$ cat config.mk
export PLATFORM = sky130hd
export DESIGN_NAME = adder_tree_pipe_acc_flat
export DESIGN_NICKNAME = d
export VERILOG_FILES = /design/src/rtl/adder_tree_pipe_acc_if.sv /design/src/rtl/adder_tree_pipe_acc.sv /design/src/flat_wrapper.sv
export SDC_FILE = /design/constraint.sdc
export NUM_CORES = 1
export LEC_CHECK = 0
export ABC_CLOCK_PERIOD_IN_PS = 3100
export CAP_MARGIN = 20
export CELL_PAD_IN_SITES_DETAIL_PLACEMENT = 0
export CELL_PAD_IN_SITES_GLOBAL_PLACEMENT = 2
export CORE_MARGIN = 2
export CORE_UTILIZATION = 35
export CTS_BUF_LIST = sky130_fd_sc_hd__clkbuf_8
export DETAILED_ROUTE_END_ITERATION = 10
export MAX_ROUTING_LAYER = met4
export PLACE_DENSITY = 0.79
export SKIP_CTS_REPAIR_TIMING = 1
export SYNTH_ARGS = -nofsm -noshare
export SYNTH_HDL_FRONTEND = slang
export SYNTH_SLANG_ARGS = --single-unit
$ cat constraint.sdc
create_clock -name clk -period 3.1 [get_ports clk]
set_input_delay 0.62 -clock clk [delete_from_list [all_inputs] [get_ports clk]]
set_output_delay 0.62 -clock clk [all_outputs]
set_load 0.01 [all_outputs]
$ cat src/rtl/adder_tree_pipe_acc_if.sv
// rtl/adder_tree_pipe_acc_if.sv - beat/result bus of the pipelined adder tree
interface adder_tree_pipe_acc_if #(
  parameter int WIDTH       = 22,
  parameter int LOG2_INPUTS = 3,
  parameter int ACC_CNT_W   = 8
);
  localparam int N  = 1 << LOG2_INPUTS;
  localparam int OW = WIDTH + LOG2_INPUTS + ACC_CNT_W;

  logic                   in_valid;
  logic [N*WIDTH-1:0]     in_data;
  logic                   acc_en;
  logic [ACC_CNT_W-1:0]   acc_len;
  logic                   out_valid;
  logic [OW-1:0]          out_sum;
  logic                   out_last;

  modport master (
    output in_valid, in_data, acc_en, acc_len,
    input  out_valid, out_sum, out_last
  );

  modport slave (
    input  in_valid, in_data, acc_en, acc_len,
    output out_valid, out_sum, out_last
  );
endinterface

$ cat src/rtl/adder_tree_pipe_acc.sv
// rtl/adder_tree_pipe_acc.sv - registered-per-level adder tree with optional frame accumulator
module adder_tree_pipe_acc #(
  parameter int WIDTH       = 22,
  parameter int LOG2_INPUTS = 3,
  parameter bit SIGNED      = 1'b0,
  parameter int ACC_CNT_W   = 8
) (
  input  logic                 clk,
  input  logic                 rst_n,
  adder_tree_pipe_acc_if.slave bus
);
  localparam int N  = 1 << LOG2_INPUTS;
  localparam int TW = WIDTH + LOG2_INPUTS;
  localparam int OW = TW + ACC_CNT_W;

  localparam logic [0:0] ST_IDLE  = 1'b0;
  localparam logic [0:0] ST_ACCUM = 1'b1;

  localparam logic [ACC_CNT_W-1:0] CNT_ONE = {{(ACC_CNT_W-1){1'b0}}, 1'b1};

  // Level l holds N>>l partial sums of WIDTH+l bits; level 0 is the input register.
  for (genvar l = 0; l <= LOG2_INPUTS; l++) begin : g_lvl
    localparam int W = WIDTH + l;
    localparam int M = N >> l;

    logic [W-1:0] sum_q [M];
    logic         vld_q;

    if (l == 0) begin : g_leaf
      always_ff @(posedge clk or negedge rst_n) begin
        if (!rst_n) begin
          vld_q <= 1'b0;
          for (int k = 0; k < M; k++) sum_q[k] <= '0;
        end else begin
          vld_q <= bus.in_valid;
          for (int k = 0; k < M; k++) sum_q[k] <= bus.in_data[k*WIDTH +: WIDTH];
        end
      end
    end else begin : g_node
      localparam int PW = W - 1;

      // Extension bit is the operand MSB only in signed mode.
      always_ff @(posedge clk or negedge rst_n) begin
        if (!rst_n) begin
          vld_q <= 1'b0;
          for (int k = 0; k < M; k++) sum_q[k] <= '0;
        end else begin
          vld_q <= g_lvl[l-1].vld_q;
          for (int k = 0; k < M; k++) begin
            sum_q[k] <= {SIGNED & g_lvl[l-1].sum_q[2*k][PW-1],   g_lvl[l-1].sum_q[2*k]}
                      + {SIGNED & g_lvl[l-1].sum_q[2*k+1][PW-1], g_lvl[l-1].sum_q[2*k+1]};
          end
        end
      end
    end
  end

  logic                 t_vld;
  logic [TW-1:0]        t_sum;
  logic [OW-1:0]        t_ext;
  logic [ACC_CNT_W-1:0] len_eff;
  logic [OW-1:0]        acc_next;
  logic                 frame_done;

  logic [0:0]           state_q;
  logic [OW-1:0]        acc_q;
  logic [ACC_CNT_W-1:0] cnt_q;
  logic [ACC_CNT_W-1:0] len_q;
  logic [OW-1:0]        out_sum_q;
  logic                 out_valid_q;
  logic                 out_last_q;

  assign t_vld      = g_lvl[LOG2_INPUTS].vld_q;
  assign t_sum      = g_lvl[LOG2_INPUTS].sum_q[0];
  assign t_ext      = {{ACC_CNT_W{SIGNED & t_sum[TW-1]}}, t_sum};
  assign len_eff    = (bus.acc_len == '0) ? CNT_ONE : bus.acc_len;
  assign acc_next   = acc_q + t_ext;
  assign frame_done = (cnt_q + CNT_ONE) == len_q;

  // acc_en/acc_len are only looked at when a frame starts in IDLE.
  always_ff @(posedge clk or negedge rst_n) begin
    if (!rst_n) begin
      state_q     <= ST_IDLE;
      acc_q       <= '0;
      cnt_q       <= '0;
      len_q       <= '0;
      out_sum_q   <= '0;
      out_valid_q <= 1'b0;
      out_last_q  <= 1'b0;
    end else begin
      out_valid_q <= 1'b0;
      out_last_q  <= 1'b0;
      if (t_vld) begin
        case (state_q)
          ST_IDLE: begin
            if (!bus.acc_en || len_eff == CNT_ONE) begin
              out_sum_q   <= t_ext;
              out_valid_q <= 1'b1;
              out_last_q  <= 1'b1;
            end
            if (bus.acc_en) begin
              acc_q <= t_ext;
              cnt_q <= CNT_ONE;
              len_q <= len_eff;
              if (len_eff != CNT_ONE) state_q <= ST_ACCUM;
            end
          end
          ST_ACCUM: begin
            acc_q <= acc_next;
            cnt_q <= cnt_q + CNT_ONE;
            if (frame_done) begin
              out_sum_q   <= acc_next;
              out_valid_q <= 1'b1;
              out_last_q  <= 1'b1;
              state_q     <= ST_IDLE;
            end
          end
          default: state_q <= ST_IDLE;
        endcase
      end
    end
  end

  assign bus.out_sum   = out_sum_q;
  assign bus.out_valid = out_valid_q;
  assign bus.out_last  = out_last_q;
endmodule

$ cat src/flat_wrapper.sv
// flat-port wrapper written by rule: the top's interface ports become plain ports
module adder_tree_pipe_acc_flat 
#(
  parameter int WIDTH       = 22,
  parameter int LOG2_INPUTS = 3,
  parameter bit SIGNED      = 1'b0,
  parameter int ACC_CNT_W   = 8
)
  (clk, rst_n, bus_in_valid, bus_in_data, bus_acc_en, bus_acc_len, bus_out_valid, bus_out_sum, bus_out_last);
  adder_tree_pipe_acc_if #(.WIDTH(WIDTH), .LOG2_INPUTS(LOG2_INPUTS), .ACC_CNT_W(ACC_CNT_W)) bus_i ();
  input  logic clk;
  input  logic rst_n;
  input wire logic [$bits(bus_i.in_valid)-1:0] bus_in_valid;
  input wire logic [$bits(bus_i.in_data)-1:0] bus_in_data;
  input wire logic [$bits(bus_i.acc_en)-1:0] bus_acc_en;
  input wire logic [$bits(bus_i.acc_len)-1:0] bus_acc_len;
  output wire logic [$bits(bus_i.out_valid)-1:0] bus_out_valid;
  output wire logic [$bits(bus_i.out_sum)-1:0] bus_out_sum;
  output wire logic [$bits(bus_i.out_last)-1:0] bus_out_last;
  assign bus_i.in_valid = bus_in_valid;
  assign bus_i.in_data = bus_in_data;
  assign bus_i.acc_en = bus_acc_en;
  assign bus_i.acc_len = bus_acc_len;
  assign bus_out_valid = bus_i.out_valid;
  assign bus_out_sum = bus_i.out_sum;
  assign bus_out_last = bus_i.out_last;
  adder_tree_pipe_acc #(.WIDTH(WIDTH), .LOG2_INPUTS(LOG2_INPUTS), .SIGNED(SIGNED), .ACC_CNT_W(ACC_CNT_W)) u_core (.clk(clk), .rst_n(rst_n), .bus(bus_i));
endmodule
# Yosys cells after proc, flatten, opt, wreduce, memory -nomap -nowiden
# Index checks and enable logic that the tools add are counted.
[classes] addsub=9 n_reduce_logical=6 mux=16 n_eq_ne=6 bitwise=1
[op_table] op="33-bit one-hot mux with 2 select lines" count=2
[op_table] op="33-bit 2-to-1 mux" count=3
[op_table] op="22-bit by 22-bit adder with 23-bit output" count=4
[op_table] op="23-bit by 23-bit adder with 24-bit output" count=2
[op_table] op="33-bit by 25-bit adder with 33-bit output" count=1
[op_table] op="24-bit by 24-bit adder with 25-bit output" count=1
[op_table] op="8-bit 2-to-1 mux" count=2
[op_table] op="8-bit one-hot mux with 2 select lines" count=1
[op_table] op="8-bit by 1-bit adder with 8-bit output, second input constant" count=1
[op_table] op="8-bit by 1-bit == test with 1-bit output, second input constant" count=1
[op_table] op="8-bit == test" count=1
[op_table] op="8-bit zero test" count=1
[op_table] op="8-bit by 1-bit inequality test with 1-bit output, second input constant" count=1
[op_table] op="1-bit 2-to-1 mux" count=6
[op_table] op="3-bit AND reduction" count=2
[op_table] op="2-bit by 1-bit inequality test with 1-bit output, second input constant" count=2
[op_table] op="1-bit one-hot mux with 2 select lines" count=2
[op_table] op="2-bit inequality test, second input constant" count=1
[op_table] op="2-bit AND reduction" count=1
[op_table] op="1-bit zero test" count=1
[op_table] op="1-bit logical OR" count=1
[op_table] op="1-bit NOT" count=1
[totals] regBits=429

# Longest topological paths before layout
# Gate-level depths: netlist of run 1.
[depth] depth_word=7 mapped_depth=12 depth_no_buf=11

# Least setup slack after synthesis of run 1
# No wires, ideal clock.
[synth_timing] path_kind="register to register" from="reg u_core.g_lvl[0].sum_q[132] (netlist name)" to="reg u_core.g_lvl[1].sum_q[91] (netlist name)" setup_ns=0.120 arrival_ns=2.763 stages_incl_launch_ff=12 required_time_ns=2.980 path_slack_ns=0.217 path_cell_list="dfrtp_1 > ha_1 > fa_1 > a21o_1 > a21o_1 > a21oi_1 > o31ai_1 > a2111oi_2 > o31ai_1 > a21o_1 > a21o_1 > a31o_2"
[synth_via] elab_chain_cells=1
[synth_lines] element="start: declaration" line="adder_tree_pipe_acc.sv:26" text="logic [W-1:0] sum_q [M];"
[synth_lines] element="22-bit by 22-bit adder with 23-bit output" line="adder_tree_pipe_acc.sv:51" text="+ {SIGNED & g_lvl[l-1].sum_q[2*k+1][PW-1], g_lvl[l-1].sum_q[2*k+1]};"
[synth_lines] element="end signal: indexed assignment" line="adder_tree_pipe_acc.sv:50" text="sum_q[k] <= {SIGNED & g_lvl[l-1].sum_q[2*k][PW-1], g_lvl[l-1].sum_q[2*k]}"
[synth_lines] element="end: declaration" line="adder_tree_pipe_acc.sv:26"
# No other way between the ends.
# A chain may end at the register's enable or synchronous reset.

# Worst setup path after layout of run 1
[layout_timing] from="reg u_core.g_lvl[3].sum_q[0] (netlist name)" to="reg u_core.out_sum_q[30] (netlist: u_core.bus.out_sum[30])"
[layout_via] elab_chain_cells=3
[layout_lines] element="start: declaration" line="adder_tree_pipe_acc.sv:26"
[layout_lines] element="start signal: indexed assignment" line="adder_tree_pipe_acc.sv:50"
[layout_lines] element="33-bit by 25-bit adder with 33-bit output" line="adder_tree_pipe_acc.sv:77" text="assign acc_next = acc_q + t_ext;"
[layout_lines] element="33-bit 2-to-1 mux" line="adder_tree_pipe_acc.sv:111" text="if (frame_done) begin"
[layout_lines] element="33-bit one-hot mux with 2 select lines" line="adder_tree_pipe_acc.sv:94" text="case (state_q)"
[layout_lines] element="end signal: assignment" line="adder_tree_pipe_acc.sv:97" text="out_sum_q <= t_ext;"
[layout_lines] element="end signal: assignment" line="adder_tree_pipe_acc.sv:112" text="out_sum_q <= acc_next;"
[layout_lines] element="end: declaration" line="adder_tree_pipe_acc.sv:69" text="logic [OW-1:0] out_sum_q;"
# No other way between the ends. The select of a mux whose other input is x is not followed.

==> summary.txt, run 1 <==
status -> finished clean
flops & latches, synth -> 429
GRT Residual Overflow -> 0
synth warn -> 0
pwr dens -> 874 nW/um^2
Fin. Hold Viols -> 0
# IOs -> 223
EDFF count, synth -> 0
Final nets -> 2507
Buf+Inv Stages, Crit Path -> 1
Final min period -> 2980 ps
core area -> 57800 sq um
fmax -> 335 MHz
post-synthesis xor/xnor area fraction -> 7.08%
Synth cell types -> 78
hold crit path type -> reg2reg
# rows -> 88
Setup Total Neg Slack -> 0 ps
crit-path leading delay family -> compound AO/OA/AOI/OAI gates
die width -> 246 microns
highest routed metal layer -> met4
DR pass1 iterations -> 5
total power -> 0.0224 W
slew margin rel. -> 45.8%
Pleak -> 11.7 nW
number of global-route vias before repair -> 14900
commonest non-fill, non-tap cell in the layout -> dfrtp_1
worst skew pair latency -> 660 ps
Synth Instances -> 1812
crit path kind -> reg2reg
sequential area share after synthesis -> 52.3%
Pins Over Slew Limit -> 0
Detailed Route Iter0 Violations -> 509
die area -> 60600 sq um
Syn-to-layout area delta -> 24.9%
DRT antenna net count -> 0
first-pass GRT wire length -> 76600 microns
Inst Count DP -> 2806
Die Y -> 246 microns
Finished Layout Cells -> 2946
largest fanout on the critical path -> 4
M1 WL -> 21200 microns
Post-DP Area -> 23900 sq um
worst hold path depth -> 0
crit path cell chain -> ha_4 -> fa_2 -> a211oi_2 -> o21a_1 -> or4_4 -> o21ai_4 -> a2111oi_4 -> buf_4 -> o31ai_4 -> nand4_1 -> xnor2_1 -> o31ai_1
largest net degree at the start of global routing -> 89
Final Cycle Share -> 96.3%
Multi-input gate area -> 9600 sq um
top cells by area, synth -> dfrtp_1, ha_1, xnor2_1
simple-gate share of the synthesized area -> 9.42%
Worst-Margin Slew -> 813 ps
Top FF cell, synth -> dfrtp_1
Req. time, crit path -> 3640 ps
Worst R2R Path Depth -> 12
hpwl dp -> 35600 microns
GRT Overall Usage -> 16.3%
Worst path depth -> 12
Worst VDD drop -> 393 uV
share of cells above drive strength 1 -> 9.72%
Synth Area in Adders -> 12.0%
Met3 Routed Length -> 1940 microns
final setup violation count -> 0
DR vias/cell -> 4.85
DR WL/cell -> 15.8 microns
clk slew on worst S/H paths -> 60 ps
register area -> 10700 sq um
DR DRC count -> 0
Crit path largest cell delay -> 450 ps
routability cong. -> 0.836
crit path DAT -> 3530 ps
largest family of logic cells by synthesized area -> compound AO/OA/AOI/OAI gates
Synth Area per Inst -> 11.3 sq um
Fillers -> 5452
Max Cap Violations -> 0
Initial Utilization -> 35.5%
post-synthesis mux area share -> 1.51%
clk_skew -> 39.6 ps
Clock Path Buffers -> 3
kind of end point of the critical path -> register
commonest cells after routing, fill and taps aside -> dfrtp_1, clkdlybuf4s50_1, ha_1
I/O Buffers -> 222
routed wire length -> 46700 microns
Final WS setup -> 116 ps
Worst Setup Start Kind -> register
DP Worst Slack -> -11.4 ps
initial antenna violation count -> 1
Design Area, Final -> 25700 sq um
htree depth -> 3
CTS root buf -> clkbuf_8
CTS tree -> yes
post-synthesis compound-gate area fraction -> 16.0%
Clock Sinks -> 429
synthesized area -> 20500 sq um
via count -> 14300
CP max-delay cell -> or4_4
WL met2 -> 22300 microns
Num CTS Buffers -> 76
Net Count, Synth -> 2192
Yosys top cell by area -> dfrtp_1
Yosys top cell area share -> 52.3%
Post-synth ARST share -> 100%
## final cells by class
cell class | instances | share of cell area [%]
Sequential cell | 429 | 41.8
Multi-Input combinational cell | 1307 | 37.4
Timing Repair Buffer | 269 | 10.5
Clock buffer | 97 | 5.20
Tap cell | 765 | 3.73
Clock inverter | 34 | 0.693
Inverter | 44 | 0.644
Antenna cell | 1 | 0.00975
## report_power, final
group / internal [W] / switching (W) / leakage, nW
combinational: 0.00442 / 0.00537 / 5.76
clock: 0.00282 / 0.00232 / 0.865
sequential: 0.00678 / 0.000693 / 5.07
total: 0.0140 / 0.00838 / 11.7
## final timing paths
| check | start | end | slack [ps] |
|---|---|---|---|
| max | u_core.g_lvl[3].sum_q[0] | u_core.bus.out_sum[30] | 120 |
| min | u_core.g_lvl[1].vld_q | u_core.g_lvl[2].vld_q | 350 |
| max reg2reg | u_core.g_lvl[3].sum_q[0] | u_core.bus.out_sum[30] | 120 |
| min reg2reg | u_core.g_lvl[1].vld_q | u_core.g_lvl[2].vld_q | 350 |
| max in group asynchronous | rst_n | u_core.g_lvl[0].sum_q[13] | 1580 |
| min in group asynchronous | rst_n | u_core.g_lvl[1].sum_q[4] | 610 |
## registers in the layout, summed over array words and instances (netlist names)
signal / flops
u_core.bus.out_valid: 1
u_core.cnt_q: 8
u_core.acc_q: 33
u_core.bus.out_sum: 33
u_core.g_lvl.vld_q: 4
u_core.g_lvl.sum_q: 341
u_core.state_q: 1
u_core.len_q: 8
## metal layers
metal / track usage [%] / vias to the layer above
li1: - / 7130
met1: 20.7 / 6827
met2: 26.1 / 260
met3: 3.43 / 84
met4: 5.49 / 0
met5: - / -
## through the flow
step           hold slack (ps)  utilization (%)
4_1_cts                  -32.6             44.0
6_report                   349             44.4
5_1_grt                    322             44.4
2_1_floorplan              324                -
3_5_place_dp               337             41.4
3_3_place_gp               341             41.4
## synthesized netlist by cell type, drive strengths merged (22+ instances only)
cell,n
ha,184
nand2b,24
inv,44
o21ai,116
o21bai,29
mux2i,22
dfrtp,429
a21o,66
nor3,27
a21oi,166
nand2,112
nor2,109
xnor2,120
o21a,23
and3,22
xor2,46
nand3,36
## cells by family (layout without fill, tap and decap cells)
logic type,after synthesis,in the layout
AO/OA/AOI/OAI,515,515
XOR/XNOR,166,166
other,0,1
flip-flops,429,429
AND/OR/NAND/NOR,404,404
buffers and inverters,76,444
adder cells (fa/ha/maj),192,192
multiplexers,30,30
Power figures use the tool's default switching activity.
==> run 2, diff against run 1 <==
--- a/config.mk
+++ b/config.mk
@@ -12,10 +12,10 @@
 export CORE_MARGIN = 2
 export CORE_UTILIZATION = 35
 export CTS_BUF_LIST = sky130_fd_sc_hd__clkbuf_8
+export CTS_CLUSTER_SIZE = 12
 export DETAILED_ROUTE_END_ITERATION = 10
 export MAX_ROUTING_LAYER = met4
 export PLACE_DENSITY = 0.79
-export SKIP_CTS_REPAIR_TIMING = 1
 export SYNTH_ARGS = -nofsm -noshare
 export SYNTH_HDL_FRONTEND = slang
 export SYNTH_SLANG_ARGS = --single-unit
==> summary.txt, run 2 (same netlist as run 1, synthesis figures left out) <==
Worst-Margin Slew -> 813 ps (+0.780 ps)
final setup violation count -> 0 (unchanged)
Worst VDD drop -> 392 uV (-0.28%)
CTS tree -> yes
routability cong. -> 0.836 (unchanged)
first-pass GRT wire length -> 76600 microns (about the same)
Pins Over Slew Limit -> 0 (unchanged)
slew margin rel. -> 45.8% (-0.052 points)
Fillers -> 5450 (-0.037%)
Design Area, Final -> 25600 sq um (about the same)
die area -> 60600 sq um (unchanged)
Max Cap Violations -> 0 (unchanged)
Crit path largest cell delay -> 450 ps (about the same)
Req. time, crit path -> 3650 ps (about the same)
commonest non-fill, non-tap cell in the layout -> dfrtp_1
Buf+Inv Stages, Crit Path -> 2 (+1)
DRT antenna net count -> 0 (unchanged)
Num CTS Buffers -> 76 (unchanged)
clk_skew -> 41.0 ps (+1.41 ps)
Initial Utilization -> 35.5% (unchanged)
Inst Count DP -> 2806 (unchanged)
largest net degree at the start of global routing -> 89 (unchanged)
hold crit path type -> reg2reg
status -> finished clean
register area -> 10700 sq um (unchanged)
CTS root buf -> clkbuf_8
via count -> 14300 (-0.13%)
crit path cell chain -> ha_2 -> fa_2 -> a211oi_2 -> buf_4 -> o21a_1 -> or4_4 -> o21ai_4 -> a2111oi_4 -> buf_4 -> o31ai_4 -> nand4_1 -> xnor2_1 -> o31ai_1
Fin. Hold Viols -> 0 (unchanged)
kind of end point of the critical path -> register
Final nets -> 2507 (unchanged)
Clock Path Buffers -> 3 (unchanged)
Clock Sinks -> 429 (unchanged)
# rows -> 88 (unchanged)
routed wire length -> 46600 microns (-0.11%)
Detailed Route Iter0 Violations -> 486 (-4.5%)
initial antenna violation count -> 1 (unchanged)
CP max-delay cell -> or4_4
Final Cycle Share -> 96.5% (+0.23 points)
Die Y -> 246 microns (unchanged)
crit path DAT -> 3540 ps (about the same)
I/O Buffers -> 222 (unchanged)
largest fanout on the critical path -> 4 (unchanged)
Multi-input gate area -> 9590 sq um (-0.13%)
hpwl dp -> 35600 microns (unchanged)
clk slew on worst S/H paths -> 60 ps (about the same)
Worst Setup Start Kind -> register
share of cells above drive strength 1 -> 9.72% (unchanged)
DP Worst Slack -> -11.4 ps (unchanged)
RSZ-0062 raised after global routing -> true
crit path kind -> reg2reg
Pleak -> 11.7 nW (about the same)
die width -> 246 microns (unchanged)
DR WL/cell -> 15.8 microns (-0.11%)
GRT Residual Overflow -> 0 (unchanged)
crit-path leading delay family -> compound AO/OA/AOI/OAI gates
htree depth -> 3 (unchanged)
number of global-route vias before repair -> 14900 (+0.040%)
Syn-to-layout area delta -> 24.9% (about the same)
GRT Overall Usage -> 16.3% (unchanged)
DR DRC count -> 0 (unchanged)
Final min period -> 2990 ps (+7.03 ps)
pwr dens -> 873 nW/um^2 (about the same)
largest reg by FF count -> u_core.g_lvl.sum_q
DR pass1 iterations -> 4 (-1)
DR vias/cell -> 4.85 (-0.13%)
core area -> 57800 sq um (unchanged)
Final WS setup -> 109 ps (-7.03 ps)
# IOs -> 223 (unchanged)
worst skew pair latency -> 660 ps (about the same)
Min Hold Slack -> 347 ps (-2.23 ps)
Setup Total Neg Slack -> 0 ps (unchanged)
max FFs per register -> 341 (unchanged)
commonest cells after routing, fill and taps aside -> dfrtp_1, clkdlybuf4s50_1, ha_1
crit-path most repeated cell -> buf_4
Post-DP Area -> 23900 sq um (unchanged)
fmax -> 334 MHz (-0.24%)
Finished Layout Cells -> 2946 (unchanged)
## run 2: path summary, 6_finish.rpt
| check | startpoint | endpoint | slack (ps) | cells past startpoint |
|---|---|---|---|---|
| max in group asynchronous | rst_n | u_core.g_lvl[0].sum_q[13] | 1580 | 3 |
| worst min-delay path | u_core.g_lvl[1].vld_q | u_core.g_lvl[2].vld_q | 350 | 0 |
| worst max register to register | u_core.acc_q[0] | u_core.bus.out_sum[30] | 110 | 13 |
| worst min register to register | u_core.g_lvl[1].vld_q | u_core.g_lvl[2].vld_q | 350 | 0 |
| min in group asynchronous | rst_n | u_core.g_lvl[1].sum_q[4] | 610 | 2 |
| worst max-delay path | u_core.acc_q[0] | u_core.bus.out_sum[30] | 110 | 13 |
## run 2: metrics by stage
stage               power (W)  util [%]
finish                 0.0224      44.4
global route           0.0242      44.4
CTS                    0.0225      44.1
detailed placement     0.0171      41.4
global placement       0.0170      41.4
floorplan              0.0143         -
## run 2: cell type report
type                       count  area share, %
clock inverter                34          0.693
antenna                        1        0.00976
sequential                   429           41.9
inverter                      44          0.644
clock buffer                  97           5.21
tap                          765           3.73
timing repair buffer         269           10.5
multi-input combinational   1307           37.4
## run 2: timing repair
action                     in CTS  in global routing
pin swaps                       0                 12
resized for setup               2                 20
setup endpoints to repair       4                 36
hold buffers                    1                  0
gates cloned                    0                  0
hold endpoints to repair       17                  0
buffers inserted                0                  7
## run 2: layer usage
metal  track usage, %  routed length [microns]
met2             26.1                    22300
met5                -                        0
met4             5.49                     1130
met3             3.43                     1860
met1             20.7                    21300
## run 2: worst register-to-register path: cells and delay by family (launching register included)
kind                       cells  cell delay (ps)
DFF                            1              350
adders and majority gates      2              430
xor gates and xnor gates       1              170
buffers and inverters          2              310
AOI/OAI and AO/OA              6              960
and+or+nand+nor                2              660
## run 2: power breakdown
part	internal, W	total, W	leakage, nW	switching, W
logic	0.00442	0.00977	5.76	0.00535
registers	0.00678	0.00747	5.07	0.000691
clock network	0.00282	0.00514	0.865	0.00232
total	0.0140	0.0224	11.7	0.00836
